### config.mk
export PLATFORM = sky130hd
export DESIGN_NAME = cmos_pattern_gen_flat
export DESIGN_NICKNAME = d
export VERILOG_FILES = /design/src/rtl/cmos_pattern_gen_if.sv /design/src/rtl/cmos_pattern_gen.sv /design/src/flat_wrapper.sv
export SDC_FILE = /design/constraint.sdc
export NUM_CORES = 1
export LEC_CHECK = 0
export BUFFER_PORTS_ARGS = -buffer_cell sky130_fd_sc_hd__buf_2
export CAP_MARGIN = 20
export CORE_UTILIZATION = 47
export CTS_CLUSTER_DIAMETER = 50
export DETAILED_ROUTE_END_ITERATION = 16
export GPL_ROUTABILITY_DRIVEN = 0
export SLEW_MARGIN = 25
export SYNTH_ARGS = -nofsm -noshare
export SYNTH_HDL_FRONTEND = slang
export SYNTH_SLANG_ARGS = --single-unit
export TNS_END_PERCENT = 30
### constraint.sdc
create_clock -name cmos_xclk -period 4.2 [get_ports cmos_xclk]
set_input_delay 0.21 -clock cmos_xclk [delete_from_list [all_inputs] [get_ports cmos_xclk]]
set_output_delay 0.21 -clock cmos_xclk [all_outputs]
set_load 0.005 [all_outputs]
### src/rtl/cmos_pattern_gen_if.sv
// cmos_pattern_gen_if: camera-side output bundle of the pattern generator
interface cmos_pattern_gen_if #(
    parameter int DATA_W = 8
);
    logic              cmos_pclk;
    logic              cmos_vsync;
    logic              cmos_href;
    logic [DATA_W-1:0] cmos_data;
    logic              frame_start;
    logic [15:0]       frame_cnt;

    modport master (
        output cmos_pclk, cmos_vsync, cmos_href, cmos_data, frame_start, frame_cnt
    );

    modport slave (
        input cmos_pclk, cmos_vsync, cmos_href, cmos_data, frame_start, frame_cnt
    );
endinterface

### src/rtl/cmos_pattern_gen.sv
// cmos_pattern_gen: CMOS-sensor-style timing and test pattern source
module cmos_pattern_gen #(
    parameter int DATA_W    = 8,
    parameter int IMG_HDISP = 640,
    parameter int IMG_VDISP = 480,
    parameter int H_SYNC    = 5,
    parameter int H_BACK    = 5,
    parameter int H_FRONT   = 5,
    parameter int V_SYNC    = 1,
    parameter int V_BACK    = 0,
    parameter int V_FRONT   = 1,
    parameter int BPP       = 1,
    parameter int VSYNC_POL = 1
) (
    input  logic                cmos_xclk,
    input  logic                rst,
    input  logic                en,
    input  logic [2:0]          pat_sel,
    cmos_pattern_gen_if.master  cam
);
    localparam int H_TOTAL = H_SYNC + H_BACK + IMG_HDISP * BPP + H_FRONT;
    localparam int V_TOTAL = V_SYNC + V_BACK + IMG_VDISP + V_FRONT;
    localparam int PW      = DATA_W * BPP;
    localparam int HW      = $clog2(H_TOTAL + 1);
    localparam int VW      = $clog2(V_TOTAL + 1);
    localparam logic [HW-1:0] H_LAST = HW'(H_TOTAL - 1);
    localparam logic [HW-1:0] H_A0   = HW'(H_SYNC + H_BACK);
    localparam logic [HW-1:0] H_A1   = HW'(H_SYNC + H_BACK + IMG_HDISP * BPP);
    localparam logic [VW-1:0] V_LAST = VW'(V_TOTAL - 1);
    localparam logic [VW-1:0] V_S    = VW'(V_SYNC);
    localparam logic [VW-1:0] V_A0   = VW'(V_SYNC + V_BACK);
    localparam logic [VW-1:0] V_A1   = VW'(V_SYNC + V_BACK + IMG_VDISP);

    logic [HW-1:0]     hcnt_q, hcnt_d;
    logic [VW-1:0]     vcnt_q, vcnt_d;
    logic [2:0]        pat_q, pat_d;
    logic              href_q, href_d;
    logic [DATA_W-1:0] data_q, data_d;
    logic              vsync_q, vsync_d;
    logic              fs_q, fs_d;
    logic [15:0]       fc_q, fc_d;

    logic              h_end, v_end, active, b;
    logic [HW-1:0]     o;
    logic [31:0]       x, y, bar;
    logic [PW-1:0]     p;
    logic [DATA_W-1:0] pix;

    // pixel generation from the current position, plus next-state for timing and outputs
    always_comb begin
        h_end   = hcnt_q == H_LAST;
        v_end   = vcnt_q == V_LAST;
        active  = vcnt_q >= V_A0 && vcnt_q < V_A1 && hcnt_q >= H_A0 && hcnt_q < H_A1;
        o       = hcnt_q - H_A0;
        x       = BPP == 2 ? 32'(o >> 1) : 32'(o);
        b       = BPP == 2 ? o[0] : 1'b0;
        y       = 32'(vcnt_q) - 32'(V_A0);
        bar     = x * 32'd8 / 32'(IMG_HDISP);
        p       = pat_q == 3'd0 ? PW'(x) :
                  pat_q == 3'd1 ? PW'(y) :
                  pat_q == 3'd2 ? PW'(bar) << (PW - 3) :
                  pat_q == 3'd3 ? {PW{x[3] ^ y[3]}} :
                  pat_q == 3'd4 ? PW'(x + y + 32'(fc_q)) : '0;
        pix     = b ? p[DATA_W-1:0] : p[PW-1 -: DATA_W];
        hcnt_d  = !en ? hcnt_q : h_end ? '0 : hcnt_q + HW'(1);
        vcnt_d  = !(en && h_end) ? vcnt_q : v_end ? '0 : vcnt_q + VW'(1);
        pat_d   = (en && hcnt_q == '0 && vcnt_q == '0) ? pat_sel : pat_q;
        vsync_d = en ? vcnt_q >= V_S : vsync_q;
        href_d  = en ? active : href_q;
        data_d  = !en ? data_q : active ? pix : '0;
        fs_d    = en && h_end && v_end;
        fc_d    = fc_q + 16'(fs_d);
    end

    // state and registered outputs, cleared asynchronously so a frame is abandoned on reset
    always_ff @(posedge cmos_xclk or posedge rst) begin
        if (rst) begin
            hcnt_q  <= '0;
            vcnt_q  <= '0;
            pat_q   <= '0;
            href_q  <= 1'b0;
            data_q  <= '0;
            vsync_q <= 1'b0;
            fs_q    <= 1'b0;
            fc_q    <= '0;
        end else begin
            hcnt_q  <= hcnt_d;
            vcnt_q  <= vcnt_d;
            pat_q   <= pat_d;
            href_q  <= href_d;
            data_q  <= data_d;
            vsync_q <= vsync_d;
            fs_q    <= fs_d;
            fc_q    <= fc_d;
        end
    end

    assign cam.cmos_pclk   = ~cmos_xclk;
    assign cam.cmos_vsync  = (VSYNC_POL != 0) ? vsync_q : ~vsync_q;
    assign cam.cmos_href   = href_q;
    assign cam.cmos_data   = data_q;
    assign cam.frame_start = fs_q;
    assign cam.frame_cnt   = fc_q;
endmodule

### src/flat_wrapper.sv
// flat-port wrapper written by rule: the top's interface ports become plain ports
module cmos_pattern_gen_flat 
#(
    parameter int DATA_W    = 8,
    parameter int IMG_HDISP = 640,
    parameter int IMG_VDISP = 480,
    parameter int H_SYNC    = 5,
    parameter int H_BACK    = 5,
    parameter int H_FRONT   = 5,
    parameter int V_SYNC    = 1,
    parameter int V_BACK    = 0,
    parameter int V_FRONT   = 1,
    parameter int BPP       = 1,
    parameter int VSYNC_POL = 1
)
  (cmos_xclk, rst, en, pat_sel, cam_cmos_pclk, cam_cmos_vsync, cam_cmos_href, cam_cmos_data, cam_frame_start, cam_frame_cnt);
  cmos_pattern_gen_if #(.DATA_W(DATA_W)) cam_i ();
  input  logic cmos_xclk;
  input  logic rst;
  input  logic en;
  input  logic [2:0] pat_sel;
  output wire logic [$bits(cam_i.cmos_pclk)-1:0] cam_cmos_pclk;
  output wire logic [$bits(cam_i.cmos_vsync)-1:0] cam_cmos_vsync;
  output wire logic [$bits(cam_i.cmos_href)-1:0] cam_cmos_href;
  output wire logic [$bits(cam_i.cmos_data)-1:0] cam_cmos_data;
  output wire logic [$bits(cam_i.frame_start)-1:0] cam_frame_start;
  output wire logic [$bits(cam_i.frame_cnt)-1:0] cam_frame_cnt;
  assign cam_cmos_pclk = cam_i.cmos_pclk;
  assign cam_cmos_vsync = cam_i.cmos_vsync;
  assign cam_cmos_href = cam_i.cmos_href;
  assign cam_cmos_data = cam_i.cmos_data;
  assign cam_frame_start = cam_i.frame_start;
  assign cam_frame_cnt = cam_i.frame_cnt;
  cmos_pattern_gen #(.DATA_W(DATA_W), .IMG_HDISP(IMG_HDISP), .IMG_VDISP(IMG_VDISP), .H_SYNC(H_SYNC), .H_BACK(H_BACK), .H_FRONT(H_FRONT), .V_SYNC(V_SYNC), .V_BACK(V_BACK), .V_FRONT(V_FRONT), .BPP(BPP), .VSYNC_POL(VSYNC_POL)) u_core (.cmos_xclk(cmos_xclk), .rst(rst), .en(en), .pat_sel(pat_sel), .cam(cam_i));
endmodule
==> results.md <==
- Using the TritonRoute via totals, the vias-per-cell ratio works out to 5.90.
- Of the total power, the share spent switching nets is 0.507.
- The largest stage delay on the critical path is 500 ps.
- The worst setup path is captured at a flip-flop.
- The detail route stage leaves a number of antenna-violating nets equal to 0.
- The first detailed-routing pass took 5 iterations.
- The number of H-tree levels is 2.
- Counting along the longest clock path gives a buffer depth of 2.
- The number of nets in the final layout is 561.
- The number of nets produced by synthesis is 532.
- In the final routed layout, each cell accounts on average for 16.3 um.
- The synthesized design contains 0 enable-type register cells.
- The total count of hold-check failures in the final report was 0.
- In this run, synthesis produced a sequential element count of 49.
- The insertion delay of the later-clocked pin in the worst-skew pair is 310 ps.
- The cell area after synthesis is 4290 sq um.
- Input and output buffers added on the ports amount to 33.
- The filler cells instantiated in the layout total 857.
- The max-capacitance violation count is 0.
- The remaining design rule violation count is 0.
- The biggest area consumer among synthesized cells is sky130_fd_sc_hd__dfrtp_1.
- The leakage component of the power is 2.05 nW.
- The sequential cells in the finished layout cover a total of 1230 sq um.
- The gate family responsible for the most delay along the worst path is compound AO/OA/AOI/OAI gates.
- The launching element type of the critical path is a flip-flop.
- The flow ran to the end, and the final reports show no timing, DRC or antenna violations.
- In the final layout, the share of cells above drive strength 1 is 0.165.
- The clock tree from TritonCTS is done.
- Walking the worst path, the cells encountered are inv_1 -> ha_1 -> nor3b_1 -> mux2_2 -> nand4_2 -> o21ai_0 -> nand2_1 -> ha_1 -> a221oi_1 -> a32o_1 -> a22o_4 -> nor2_4 -> o31ai_2 -> o2111ai_4 -> o211ai_2 -> a41oi_2.
- The number of placement rows is 34.
- The violation count after the first detailed-routing iteration is 172.
- The worst hold path belongs to the class in2reg.
- Across the VDD grid, the largest voltage drop is 0.263 mV.
- The pin slew with the least headroom to its limit is 781 ps.
- The max-slew violation count was 0.
- From left edge to right edge, the die measures 97.5 um.
- Data on the critical path arrives at its endpoint at 4030 ps.
- After clock tree synthesis, the clock-pin slew on the worst setup and hold paths is 100 ps.
- The part of the power in the clock network is 0.089.
- The most used flip-flop cell after synthesis is sky130_fd_sc_hd__dfrtp_1.
- The area of the die is 9510 sq um.
- On the final layout, the worst clock skew is 10.2 ps.
- The total congestion overflow is 0.
- After floorplanning, the core was sized to cover 8760 sq um.
- The headroom to the max-slew limit is 0.475.
- The number of buffers inserted to repair setup after CTS is 0.
- The multi-input gate area in the final layout is 2840 sq um.
- The wire length after detailed routing is 10,300 um.
- The count of distinct cell types in the synthesized netlist is 82.
- Hold is met by 107 ps.
- Summed over all failing endpoints, the final setup total negative slack is 0 ps.
- The first global-routing pass estimated 17,900 um of wire.
- The share of the cycle needed by the critical path after routing is 0.916.
- The via total after detailed routing is 3,748.
- Setup violations remaining at the end of the flow were counted as 0.
- The most repeated library cell on the critical path is sky130_fd_sc_hd__ha_1.
- Of the synthesized area, sequential elements account for 0.286.
- The total global-route track usage is 0.230.
- The critical-path cell with the highest stage delay is sky130_fd_sc_hd__dfrtp_1.
- Static timing analysis puts the maximum clock frequency at 260 MHz.
- Of the total power, registers draw 0.195.
- The top-area cell type share of the netlist area is 0.286.
- The number of clock buffers added by TritonCTS is 5.
- The area growth from synthesis to final layout is 8.64%.
- The diode insertion count for antenna repair is 0.
- Dividing total power by cell area gives a power density of 709 nW/um^2.
- The root buffer selected by CTS is sky130_fd_sc_hd__clkbuf_8.
- The minimum period implied by the final worst setup slack is 3850 ps.
- The number of global-route vias before repair came to 3,637.
- Summed over all nets, the switching power comes to 0.00167 W.
- The share of total power in combinational logic is 0.716.
- The height of the chip is 97.5 um.
- The initial utilization of the core area, before any placement, comes to 0.489.
- The cell-internal power is 0.00163 W.
- The largest net degree at the start of global routing is 50.
- The average size of a mapped cell is 8.63 sq um.
- At the worst endpoint, the required time is 4380 ps.
- Setup repair after global routing left no endpoint under its margin.
- Counting instances in the post-synthesis netlist gives the leading cell types as sky130_fd_sc_hd__dfrtp_1 (49), sky130_fd_sc_hd__nand2_1 (49), sky130_fd_sc_hd__o21ai_0 (35).
- The total number of yosys warnings is 0.
- Counting every instance in the synthesized netlist gives 497.
- The initial antenna violation count is 0.
- The worst setup path is of the reg2reg kind.
- In this run the count of I/O pins placed on the die edge is 34.
- Ranked by total cell area, the synthesized netlist is headed by sky130_fd_sc_hd__dfrtp_1 (29%), sky130_fd_sc_hd__xnor2_1 (6.9%), sky130_fd_sc_hd__ha_1 (6.4%).
- After synthesis, the share of flip-flops with an asynchronous set or reset is 1.00.
- The HPWL after detailed placement is 7990 um.
- The combined buffer and inverter count along the critical path is 1.
- The highest fanout seen on the critical path is 9.
==> registers in the layout (all words and copies together), names as in the netlist <==
name	count
u_core.cam.cmos_data	8
u_core.vcnt_q	9
u_core.cam.frame_start	1
u_core.hcnt_q	10
u_core.cam.cmos_vsync	1
u_core.cam.cmos_href	1
u_core.pat_q	3
u_core.cam.frame_cnt	16
==> final timing paths <==
| check | slack, ps | cells after the start | start | end |
|---|---|---|---|---|
| worst max register to register | 350 | 16 | u_core.hcnt_q[2]$_DFFE_PP0P_ | u_core.cam.cmos_data[5]$_DFFE_PP0P_ |
| worst min register to register | 470 | 1 | u_core.cam.frame_cnt[15]$_DFF_PP0_ | u_core.cam.frame_cnt[15]$_DFF_PP0_ |
| max in group asynchronous | 3250 | 3 | rst | u_core.hcnt_q[1]$_DFFE_PP0P_ |
| min in group asynchronous | 520 | 3 | rst | u_core.vcnt_q[4]$_DFFE_PP0P_ |
| worst min-delay path | 110 | 3 | pat_sel[0] | u_core.pat_q[0]$_DFFE_PP0P_ |
| worst max-delay path | 350 | 16 | u_core.hcnt_q[2]$_DFFE_PP0P_ | u_core.cam.cmos_data[5]$_DFFE_PP0P_ |
==> worst register-to-register path: stages, from the launching register on <==
cell                        delay (ps)
sky130_fd_sc_hd__dfrtp_1           500
sky130_fd_sc_hd__inv_1             140
sky130_fd_sc_hd__ha_1              220
sky130_fd_sc_hd__nor3b_1           240
sky130_fd_sc_hd__mux2_2            290
sky130_fd_sc_hd__nand4_2           130
sky130_fd_sc_hd__o21ai_0           160
sky130_fd_sc_hd__nand2_1            80
sky130_fd_sc_hd__ha_1              300
sky130_fd_sc_hd__a221oi_1          240
sky130_fd_sc_hd__a32o_1            300
sky130_fd_sc_hd__a22o_4            200
sky130_fd_sc_hd__nor2_4             70
sky130_fd_sc_hd__o31ai_2           350
sky130_fd_sc_hd__o2111ai_4         180
sky130_fd_sc_hd__o211ai_2          210
sky130_fd_sc_hd__a41oi_2           120
==> cell type report <==
class	count	share of cell area
multi-input cells	395	0.610
clock buffers	7	0.0167
well taps	108	0.0290
clock inverters	3	0.00295
inverters	29	0.0239
flip-flops and latches	49	0.263
repair buffers	44	0.0543
==> metrics by stage <==
stage | power [W] | cells | setup WS (ps) | cell area, sq um | utilization
floorplan | 0.00250 | 497 | 388 | 4290 | -
global placement | 0.00298 | 626 | 481 | 4560 | 0.521
detailed placement | 0.00301 | 626 | 317 | 4560 | 0.521
CTS | 0.00330 | 635 | 294 | 4660 | 0.531
global route | 0.00360 | 635 | 28.5 | 4660 | 0.532
finish | 0.00330 | 635 | 354 | 4660 | 0.532
==> power groups by stage <==
stage / clock (W) / sequential [W] / combinational (W)
finish: 0.000293 / 0.000645 / 0.00236
global route: 0.000325 / 0.000659 / 0.00262
CTS: 0.000302 / 0.000643 / 0.00235
detailed placement: 0.0000133 / 0.000651 / 0.00235
global placement: 0.0000133 / 0.000648 / 0.00232
floorplan: 0.00000545 / 0.000594 / 0.00190
==> per-layer routing <==
| layer | GRT usage | share of wire | vias to the layer above |
|---|---|---|---|
| met1 | 0.311 | 0.46 | 1787 |
| met3 | 0.0273 | 0.036 | 17 |
| met2 | 0.382 | 0.48 | 95 |
| met4 | 0.0769 | 0.017 | 0 |
| met5 | 0 | 0 | - |
| li1 | - | - | 1849 |
==> timing repair <==
item | 4_1_cts | 5_1_grt
hold buffers | 1 | 0
hold endpoints to repair | 22 | 0
gates resized for setup | 0 | 1
setup endpoints to repair | 0 | 2
==> layout by cell type, fill, tap and decap left out, types with 3 or more instances in the layout <==
cell / netlist / layout
sky130_fd_sc_hd__a22o_1: 3 / 3
sky130_fd_sc_hd__o22ai_1: 5 / 5
sky130_fd_sc_hd__dfrtp_1: 49 / 48
sky130_fd_sc_hd__buf_2: 6 / 33
sky130_fd_sc_hd__inv_1: 29 / 29
sky130_fd_sc_hd__nand2_1: 49 / 49
sky130_fd_sc_hd__o31ai_1: 7 / 7
sky130_fd_sc_hd__fa_1: 7 / 7
sky130_fd_sc_hd__clkbuf_8: 0 / 5
sky130_fd_sc_hd__and2_1: 8 / 8
sky130_fd_sc_hd__nand2b_1: 7 / 7
sky130_fd_sc_hd__nor2b_1: 5 / 5
sky130_fd_sc_hd__buf_4: 2 / 11
sky130_fd_sc_hd__and3_1: 7 / 7
sky130_fd_sc_hd__nand3_1: 22 / 22
sky130_fd_sc_hd__a31oi_1: 5 / 5
sky130_fd_sc_hd__o21ai_1: 5 / 5
sky130_fd_sc_hd__xnor2_1: 34 / 34
sky130_fd_sc_hd__or3_1: 8 / 8
sky130_fd_sc_hd__o211ai_1: 3 / 3
sky130_fd_sc_hd__xor2_1: 11 / 11
sky130_fd_sc_hd__ha_1: 22 / 22
sky130_fd_sc_hd__o31ai_2: 3 / 3
sky130_fd_sc_hd__o21bai_1: 4 / 4
sky130_fd_sc_hd__o2bb2ai_1: 6 / 6
sky130_fd_sc_hd__nor4_1: 5 / 5
sky130_fd_sc_hd__mux2_2: 3 / 3
sky130_fd_sc_hd__nor3_1: 5 / 5
sky130_fd_sc_hd__a21oi_1: 29 / 29
sky130_fd_sc_hd__nor2_1: 27 / 27
sky130_fd_sc_hd__a211oi_1: 4 / 4
sky130_fd_sc_hd__o21ai_0: 35 / 35
sky130_fd_sc_hd__nand4_1: 10 / 10
==> cell families after synthesis <==
logic type,count (synthesis),synth area share
fa+ha+maj,29,0.0969
compound gates,147,0.256
buf+inv,53,0.0516
flops,49,0.286
simple gates,169,0.204
xor+xnor,46,0.0957
mux,4,0.0102
Note: power is estimated with default switching activity, not from simulation.
